`config.mk`:
```
export PLATFORM = sky130hd
export DESIGN_NAME = rv0_fpu_wb
export DESIGN_NICKNAME = d
export VERILOG_FILES = /design/src/rtl/rv0_fpu_pkg.sv /design/src/rtl/rv0_fcsr.sv /design/src/rtl/rv0_fpu_wb.sv
export SDC_FILE = /design/constraint.sdc
export NUM_CORES = 1
export LEC_CHECK = 0
export CAP_MARGIN = 20
export CORE_ASPECT_RATIO = 1.2
export CORE_MARGIN = 3
export CORE_UTILIZATION = 39
export DETAILED_ROUTE_END_ITERATION = 8
export PLACE_DENSITY = 0.95
export SYNTH_ARGS = -nofsm -noshare
export SYNTH_HDL_FRONTEND = slang
export SYNTH_SLANG_ARGS = --single-unit
```
`constraint.sdc`:
```
create_clock -name clk_i -period 4.4 [get_ports clk_i]
set_input_delay 0.66 -clock clk_i [delete_from_list [all_inputs] [get_ports clk_i]]
set_output_delay 0.66 -clock clk_i [all_outputs]
set_load 0.05 [all_outputs]
```
`src/rtl/rv0_fpu_pkg.sv`:
```
// Shared FP writeback definitions: CSR addresses, flag bundle,
// CSR op and rounding-mode encodings.
package rv0_fpu_pkg;

  localparam logic [11:0] CSR_FFLAGS = 12'h001;
  localparam logic [11:0] CSR_FRM    = 12'h002;
  localparam logic [11:0] CSR_FCSR   = 12'h003;

  typedef struct packed {
    logic nv;
    logic dz;
    logic of;
    logic uf;
    logic nx;
  } fflags_t;

  typedef enum logic [1:0] {
    CSR_READ  = 2'b00,
    CSR_WRITE = 2'b01,
    CSR_SET   = 2'b10,
    CSR_CLEAR = 2'b11
  } csr_op_e;

  typedef enum logic [2:0] {
    RM_RNE = 3'b000,
    RM_RTZ = 3'b001,
    RM_RDN = 3'b010,
    RM_RUP = 3'b011,
    RM_RMM = 3'b100,
    RM_DYN = 3'b111
  } rm_e;

  function automatic logic [7:0] csr_apply(
    input csr_op_e    op,
    input logic [7:0] old,
    input logic [7:0] wd
  );
    logic [7:0] r;
    r = old;
    unique case (op)
      CSR_READ:  r = old;
      CSR_WRITE: r = wd;
      CSR_SET:   r = old | wd;
      CSR_CLEAR: r = old & ~wd;
      default:   r = old;
    endcase
    return r;
  endfunction

endpackage

```
`src/rtl/rv0_fcsr.sv`:
```
// fflags/frm state and the IDLE/ACK CSR access FSM.
// Requests wait while busy_i so flag accumulation stays ordered.
module rv0_fcsr
  import rv0_fpu_pkg::*;
(
  input  logic        clk_i,
  input  logic        rst_i,
  input  logic        retire_i,
  input  logic [4:0]  ret_flags_i,
  input  logic        busy_i,
  input  logic        csr_req_i,
  input  logic [11:0] csr_addr_i,
  input  logic [1:0]  csr_op_i,
  input  logic [31:0] csr_wdata_i,
  output logic        csr_ack_o,
  output logic [31:0] csr_rdata_o,
  output logic        csr_err_o,
  output logic [2:0]  frm_o
);

  typedef enum logic {
    S_IDLE = 1'b0,
    S_ACK  = 1'b1
  } state_e;

  state_e      r_state;
  fflags_t     r_fflags;
  logic [2:0]  r_frm;
  logic        r_ack;
  logic [31:0] r_rdata;
  logic        r_err;

  logic        w_hit_ff;
  logic        w_hit_rm;
  logic        w_hit_cs;
  logic        w_err;
  logic        w_take;
  logic [7:0]  w_old;
  logic [7:0]  w_new;
  logic        w_unused_wdata;

  assign w_hit_ff = csr_addr_i == CSR_FFLAGS;
  assign w_hit_rm = csr_addr_i == CSR_FRM;
  assign w_hit_cs = csr_addr_i == CSR_FCSR;
  assign w_err    = !(w_hit_ff || w_hit_rm || w_hit_cs);
  assign w_take   = (r_state == S_IDLE) && csr_req_i && !busy_i;

  assign w_unused_wdata = &{1'b0, csr_wdata_i[31:8]};

  always_comb begin
    w_old = 8'h00;
    unique case (1'b1)
      w_hit_ff: w_old = {3'b000, r_fflags};
      w_hit_rm: w_old = {5'b00000, r_frm};
      w_hit_cs: w_old = {r_frm, r_fflags};
      default:  w_old = 8'h00;
    endcase
  end

  assign w_new = csr_apply(csr_op_e'(csr_op_i), w_old,
                           csr_wdata_i[7:0]);

  always_ff @(posedge clk_i) begin
    if (rst_i) begin
      r_state  <= S_IDLE;
      r_fflags <= '0;
      r_frm    <= 3'b000;
      r_ack    <= 1'b0;
      r_rdata  <= 32'h0;
      r_err    <= 1'b0;
    end else begin
      if (retire_i)
        r_fflags <= r_fflags | fflags_t'(ret_flags_i);
      unique case (r_state)
        S_IDLE: begin
          r_ack   <= 1'b0;
          r_rdata <= 32'h0;
          r_err   <= 1'b0;
          if (w_take) begin
            r_state <= S_ACK;
            r_ack   <= 1'b1;
            r_err   <= w_err;
            r_rdata <= {24'h0, w_old};
            unique case (1'b1)
              w_hit_ff: r_fflags <= fflags_t'(w_new[4:0]);
              w_hit_rm: r_frm    <= w_new[2:0];
              w_hit_cs: begin
                r_frm    <= w_new[7:5];
                r_fflags <= fflags_t'(w_new[4:0]);
              end
              default: ;
            endcase
          end
        end
        S_ACK: begin
          r_state <= S_IDLE;
          r_ack   <= 1'b0;
          r_rdata <= 32'h0;
          r_err   <= 1'b0;
        end
        default: r_state <= S_IDLE;
      endcase
    end
  end

  assign csr_ack_o   = r_ack;
  assign csr_rdata_o = r_rdata;
  assign csr_err_o   = r_err;
  assign frm_o       = r_frm;

endmodule

```
`src/rtl/rv0_fpu_wb.sv`:
```
// FP writeback: one-entry result register feeding the FP regfile.
// Optional forwarding ports under RV0_FPU_WB_BYPASS_EN.
module rv0_fpu_wb
  import rv0_fpu_pkg::*;
#(
  parameter int FLEN = 32,
  parameter int NREG = 32,
  localparam int RDW = $clog2(NREG)
) (
  input  logic            clk_i,
  input  logic            rst_i,
  input  logic            wb_valid_i,
  output logic            wb_ready_o,
  input  logic [RDW-1:0]  wb_rd_i,
  input  logic [FLEN-1:0] wb_wdata_i,
  input  logic [4:0]      wb_fflags_i,
  input  logic [2:0]      wb_rm_i,
  output logic            rf_we_o,
  output logic [RDW-1:0]  rf_waddr_o,
  output logic [FLEN-1:0] rf_wdata_o,
  input  logic            rf_ready_i,
  output logic [2:0]      frm_o,
  output logic            rm_illegal_o,
`ifdef RV0_FPU_WB_BYPASS_EN
  output logic            byp_valid_o,
  output logic [RDW-1:0]  byp_rd_o,
  output logic [FLEN-1:0] byp_data_o,
`endif
  input  logic            csr_req_i,
  input  logic [11:0]     csr_addr_i,
  input  logic [1:0]      csr_op_i,
  input  logic [31:0]     csr_wdata_i,
  output logic            csr_ack_o,
  output logic [31:0]     csr_rdata_o,
  output logic            csr_err_o
);

  logic            r_valid;
  logic [RDW-1:0]  r_rd;
  logic [FLEN-1:0] r_data;
  fflags_t         r_flags;

  logic            w_accept;
  logic            w_retire;
  logic            w_busy;
  logic [2:0]      w_frm;

  assign wb_ready_o = !r_valid || rf_ready_i;
  assign w_accept   = wb_valid_i && wb_ready_o;
  assign w_retire   = r_valid && rf_ready_i;
  assign w_busy     = r_valid || w_accept;

  always_ff @(posedge clk_i) begin
    if (rst_i) begin
      r_valid <= 1'b0;
      r_rd    <= '0;
      r_data  <= '0;
      r_flags <= '0;
    end else if (w_accept) begin
      r_valid <= 1'b1;
      r_rd    <= wb_rd_i;
      r_data  <= wb_wdata_i;
      r_flags <= fflags_t'(wb_fflags_i);
    end else if (w_retire) begin
      r_valid <= 1'b0;
    end
  end

  assign rf_we_o    = r_valid;
  assign rf_waddr_o = r_rd;
  assign rf_wdata_o = r_data;

  // 101/110 are reserved; DYN is only usable when frm itself is legal
  assign rm_illegal_o = (wb_rm_i == 3'b101) ||
                        (wb_rm_i == 3'b110) ||
                        ((wb_rm_i == RM_DYN) &&
                         (w_frm > RM_RMM));

`ifdef RV0_FPU_WB_BYPASS_EN
  assign byp_valid_o = r_valid;
  assign byp_rd_o    = r_rd;
  assign byp_data_o  = r_data;
`endif

  rv0_fcsr u_fcsr (
    .clk_i       (clk_i),
    .rst_i       (rst_i),
    .retire_i    (w_retire),
    .ret_flags_i (r_flags),
    .busy_i      (w_busy),
    .csr_req_i   (csr_req_i),
    .csr_addr_i  (csr_addr_i),
    .csr_op_i    (csr_op_i),
    .csr_wdata_i (csr_wdata_i),
    .csr_ack_o   (csr_ack_o),
    .csr_rdata_o (csr_rdata_o),
    .csr_err_o   (csr_err_o),
    .frm_o       (w_frm)
  );

  assign frm_o = w_frm;

endmodule

```
==> out/results.txt <==
Max frequency: 342 MHz
Setup slack, reg-to-reg: 2.40 ns
CP Launch Type: primary input
# hold bufs at CTS: 0
Crit-path max FO: 6
R2r startpoint: rf_we_o
Cell breakdown of the critical path: clkdlybuf4s50_1 -> or2b_1 -> clkdlybuf4s50_1
Post-synth EDFFs: 0
Most used cell, CP: clkdlybuf4s50_1
Share of post-route cells with drive strength above 1: 5.76%
Via Count: 2642
Critical Path RT: 3.74 ns
CORE AREA: 6530 µm²
Synth Flop Type: dfxtp_1
Initial core utilization: 41.0%
Num rows: 32
Antenna violations before repair: 0
Die Ht: 96.7 µm
Final Cell Area: 4050 µm²
Asr flop ratio synth: 0%
Clock sinks: 61
Die Span X: 81.6 µm
Syn Inst Count: 331
Final Cycle Share: 66.5%
Worst Skew: 0.00737 ns
Clk_lat worst skew: 0.32 ns
IO buf count: 124
Number of max-cap violations: 0
Clock Tree Root: clkbuf_8
Seq cells post-synth: 61
Largest delay share family, worst path: buffers and inverters
Clk pin slew, worst setup/hold paths: 0.06 ns
Global-route wire length before repair: 12300 µm
Total CTS buffers: 9
Max-Slew Margin vs Limit: 34.5%
PwrDens: 340 nW/µm²
Most common cell after layout, fill and taps aside: clkdlybuf4s50_1
Hpwl dp: 5580 µm
Critical path class: primary input to primary output
Worst min path class: flop to flop
Placed Instance Area: 3870 µm²
Cell Area, Synth: 2680 µm²
Worst Setup End Kind: primary output
# diodes: 0
Number of H-tree levels: 3
Mean post-synth cell area: 8.08 µm²
I/O pins: 173
Clock Path Buffers: 2
Sequential area share after synthesis: 45.7%
Fin. Hold Viols: 0
Final Setup Violations: 0
Post-CTS Setup Repair Bufs: 0
Pre-CTS setup slack: 1.47 ns
Die Area: 7890 µm²
RSZ-0062 raised after global routing: no
Routed wire per std cell: 14.1 µm
Final GP Congestion: 0.959
Critical path's slowest cell: clkdlybuf4s50_1
Worst Hold Launch: rf_wdata_o[11]
R2R depth: 4
Yosys Warn Count: 0
Final WL: 7550 µm
Drt first pass iters: 4
Nets: 544
Pin count of the biggest net entering global routing: 53
Total gr overflow: 0
Area Growth Syn to Fin: 51.3%
Iter 0 DRT Violations: 137
Final Slew Violations: 0
Leak pwr: 0.00153 µW
Distinct cells, synth: 35
Setup ws final: 1.47 ns
Status: finished, final reports clean
DRT antenna net count: 0
DRC viols: 0
Slowest cell delay on critical path: 0.83 ns
WP data arrival: 2.27 ns
RR Endpoint: u_fcsr.frm_o[1]
Hold path depth: 2
Minimum clock period: 2.93 ns
Setup TNS: 0 ns
Vias per inst: 4.93
Hold Crit Endpoint: rf_wdata_o[11]
All-Layer GR Usage: 19.5%
Commonest cells after routing, fill and taps aside: clkdlybuf4s50_1, nand2_1, dfxtp_1, a21oi_1, conb_1
VDD IR-drop max: 0.266 mV
CTS tree: done
Post-cts sizing count: 0
Worst-Margin Slew: 0.983 ns
Number of global-route vias before repair: 2717
Bufs and invs on worst path: 2
==> through the flow <==
stage	hold WS (ns)	util [%]	power (µW)	cells
5_1_grt	0.473	62.0	1430	536
3_3_place_gp	0.441	59.2	914	522
3_5_place_dp	0.446	59.2	922	522
6_report	0.452	62.0	1380	536
2_1_floorplan	0.437	-	812	354
4_1_cts	0.453	62.0	1390	536
==> metal layers <==
layer / GRT usage (%) / up-vias / wire length [µm]
met2: 35.3 / 90 / 4090
li1: - / 1301 / -
met5: 0 / - / 0
met1: 20.9 / 1243 / 2790
met3: 5.21 / 8 / 585
met4: 7.29 / 0 / 80
==> worst register-to-register path, cell delays in order (launching register included) <==
cell,delay [ns]
dfxtp_1,0.39
or4b_4,0.59
nor4_4,0.52
a21oi_1,0.14
a311oi_1,0.27
==> kinds of logic (layout without fill, tap and decap cells) <==
group           count (synthesis)  in the layout  share of synthesized area (%)
xor+xnor                        6              6                           1.96
simple gates                  126            126                           22.5
mux                             3              3                           1.12
other cells                     1             24                          0.140
buf+inv                        47            144                           10.0
flops                          61             61                           45.7
compound gates                 87             87                           18.7
==> area by class of cell <==
class,instances,area [µm²]
clock buffer,12,145
multi-input combinational,246,1270
clock inverter,2,35.0
timing repair buffer,126,1250
tap,85,106
sequential,61,1220
inverter,4,15.0
fill,570,2480
==> sequential cells by signal, summed over array words and instances (netlist names) <==
name and cells:
r_flags 5, u_fcsr.csr_rdata_o 8, rf_wdata_o 32, rf_waddr_o 5, u_fcsr.frm_o 3, rf_we_o 1
u_fcsr.r_fflags 5, u_fcsr.csr_err_o 1, u_fcsr.r_state 1
==> cells in the mapped netlist, drive strengths merged, types with 3 or more instances <==
| cell type | n | area share (%) |
|---|---|---|
| a21oi | 59 | 11 |
| mux2i | 3 | 1.1 |
| dfxtp | 61 | 46 |
| inv | 4 | 0.56 |
| and3 | 4 | 0.94 |
| o21ai | 6 | 1.1 |
| buf | 27 | 7.2 |
| clkbuf | 16 | 2.2 |
| a311oi | 3 | 0.98 |
| nor3 | 4 | 0.75 |
| and2 | 6 | 1.4 |
| nand2 | 92 | 13 |
| nor4 | 3 | 1.8 |
| a211oi | 5 | 1.4 |
| nand3 | 3 | 0.56 |
| xnor2 | 5 | 1.6 |
| a22oi | 6 | 1.7 |
| nand3b | 3 | 0.84 |
| a31o | 5 | 1.6 |
==> power breakdown <==
group          leakage (µW)  switching (µW)  internal, µW  total (µW)
clock network     0.0000923             196           270         466
logic              0.000933             200           120         320
registers          0.000499            13.6           577         591
total               0.00153             409           967        1380
==> how the worst max path moves through the flow <==
stage | startpoint | end | cells after the start
finish | rf_ready_i | wb_ready_o | 3
CTS | rf_ready_i | wb_ready_o | 3
global route | rf_ready_i | wb_ready_o | 3
floorplan | u_fcsr.frm_o[0] | rm_illegal_o | 2
global placement | rf_ready_i | wb_ready_o | 3
detailed placement | rf_ready_i | wb_ready_o | 3
No activity file was read; power rests on OpenSTA's default activity.
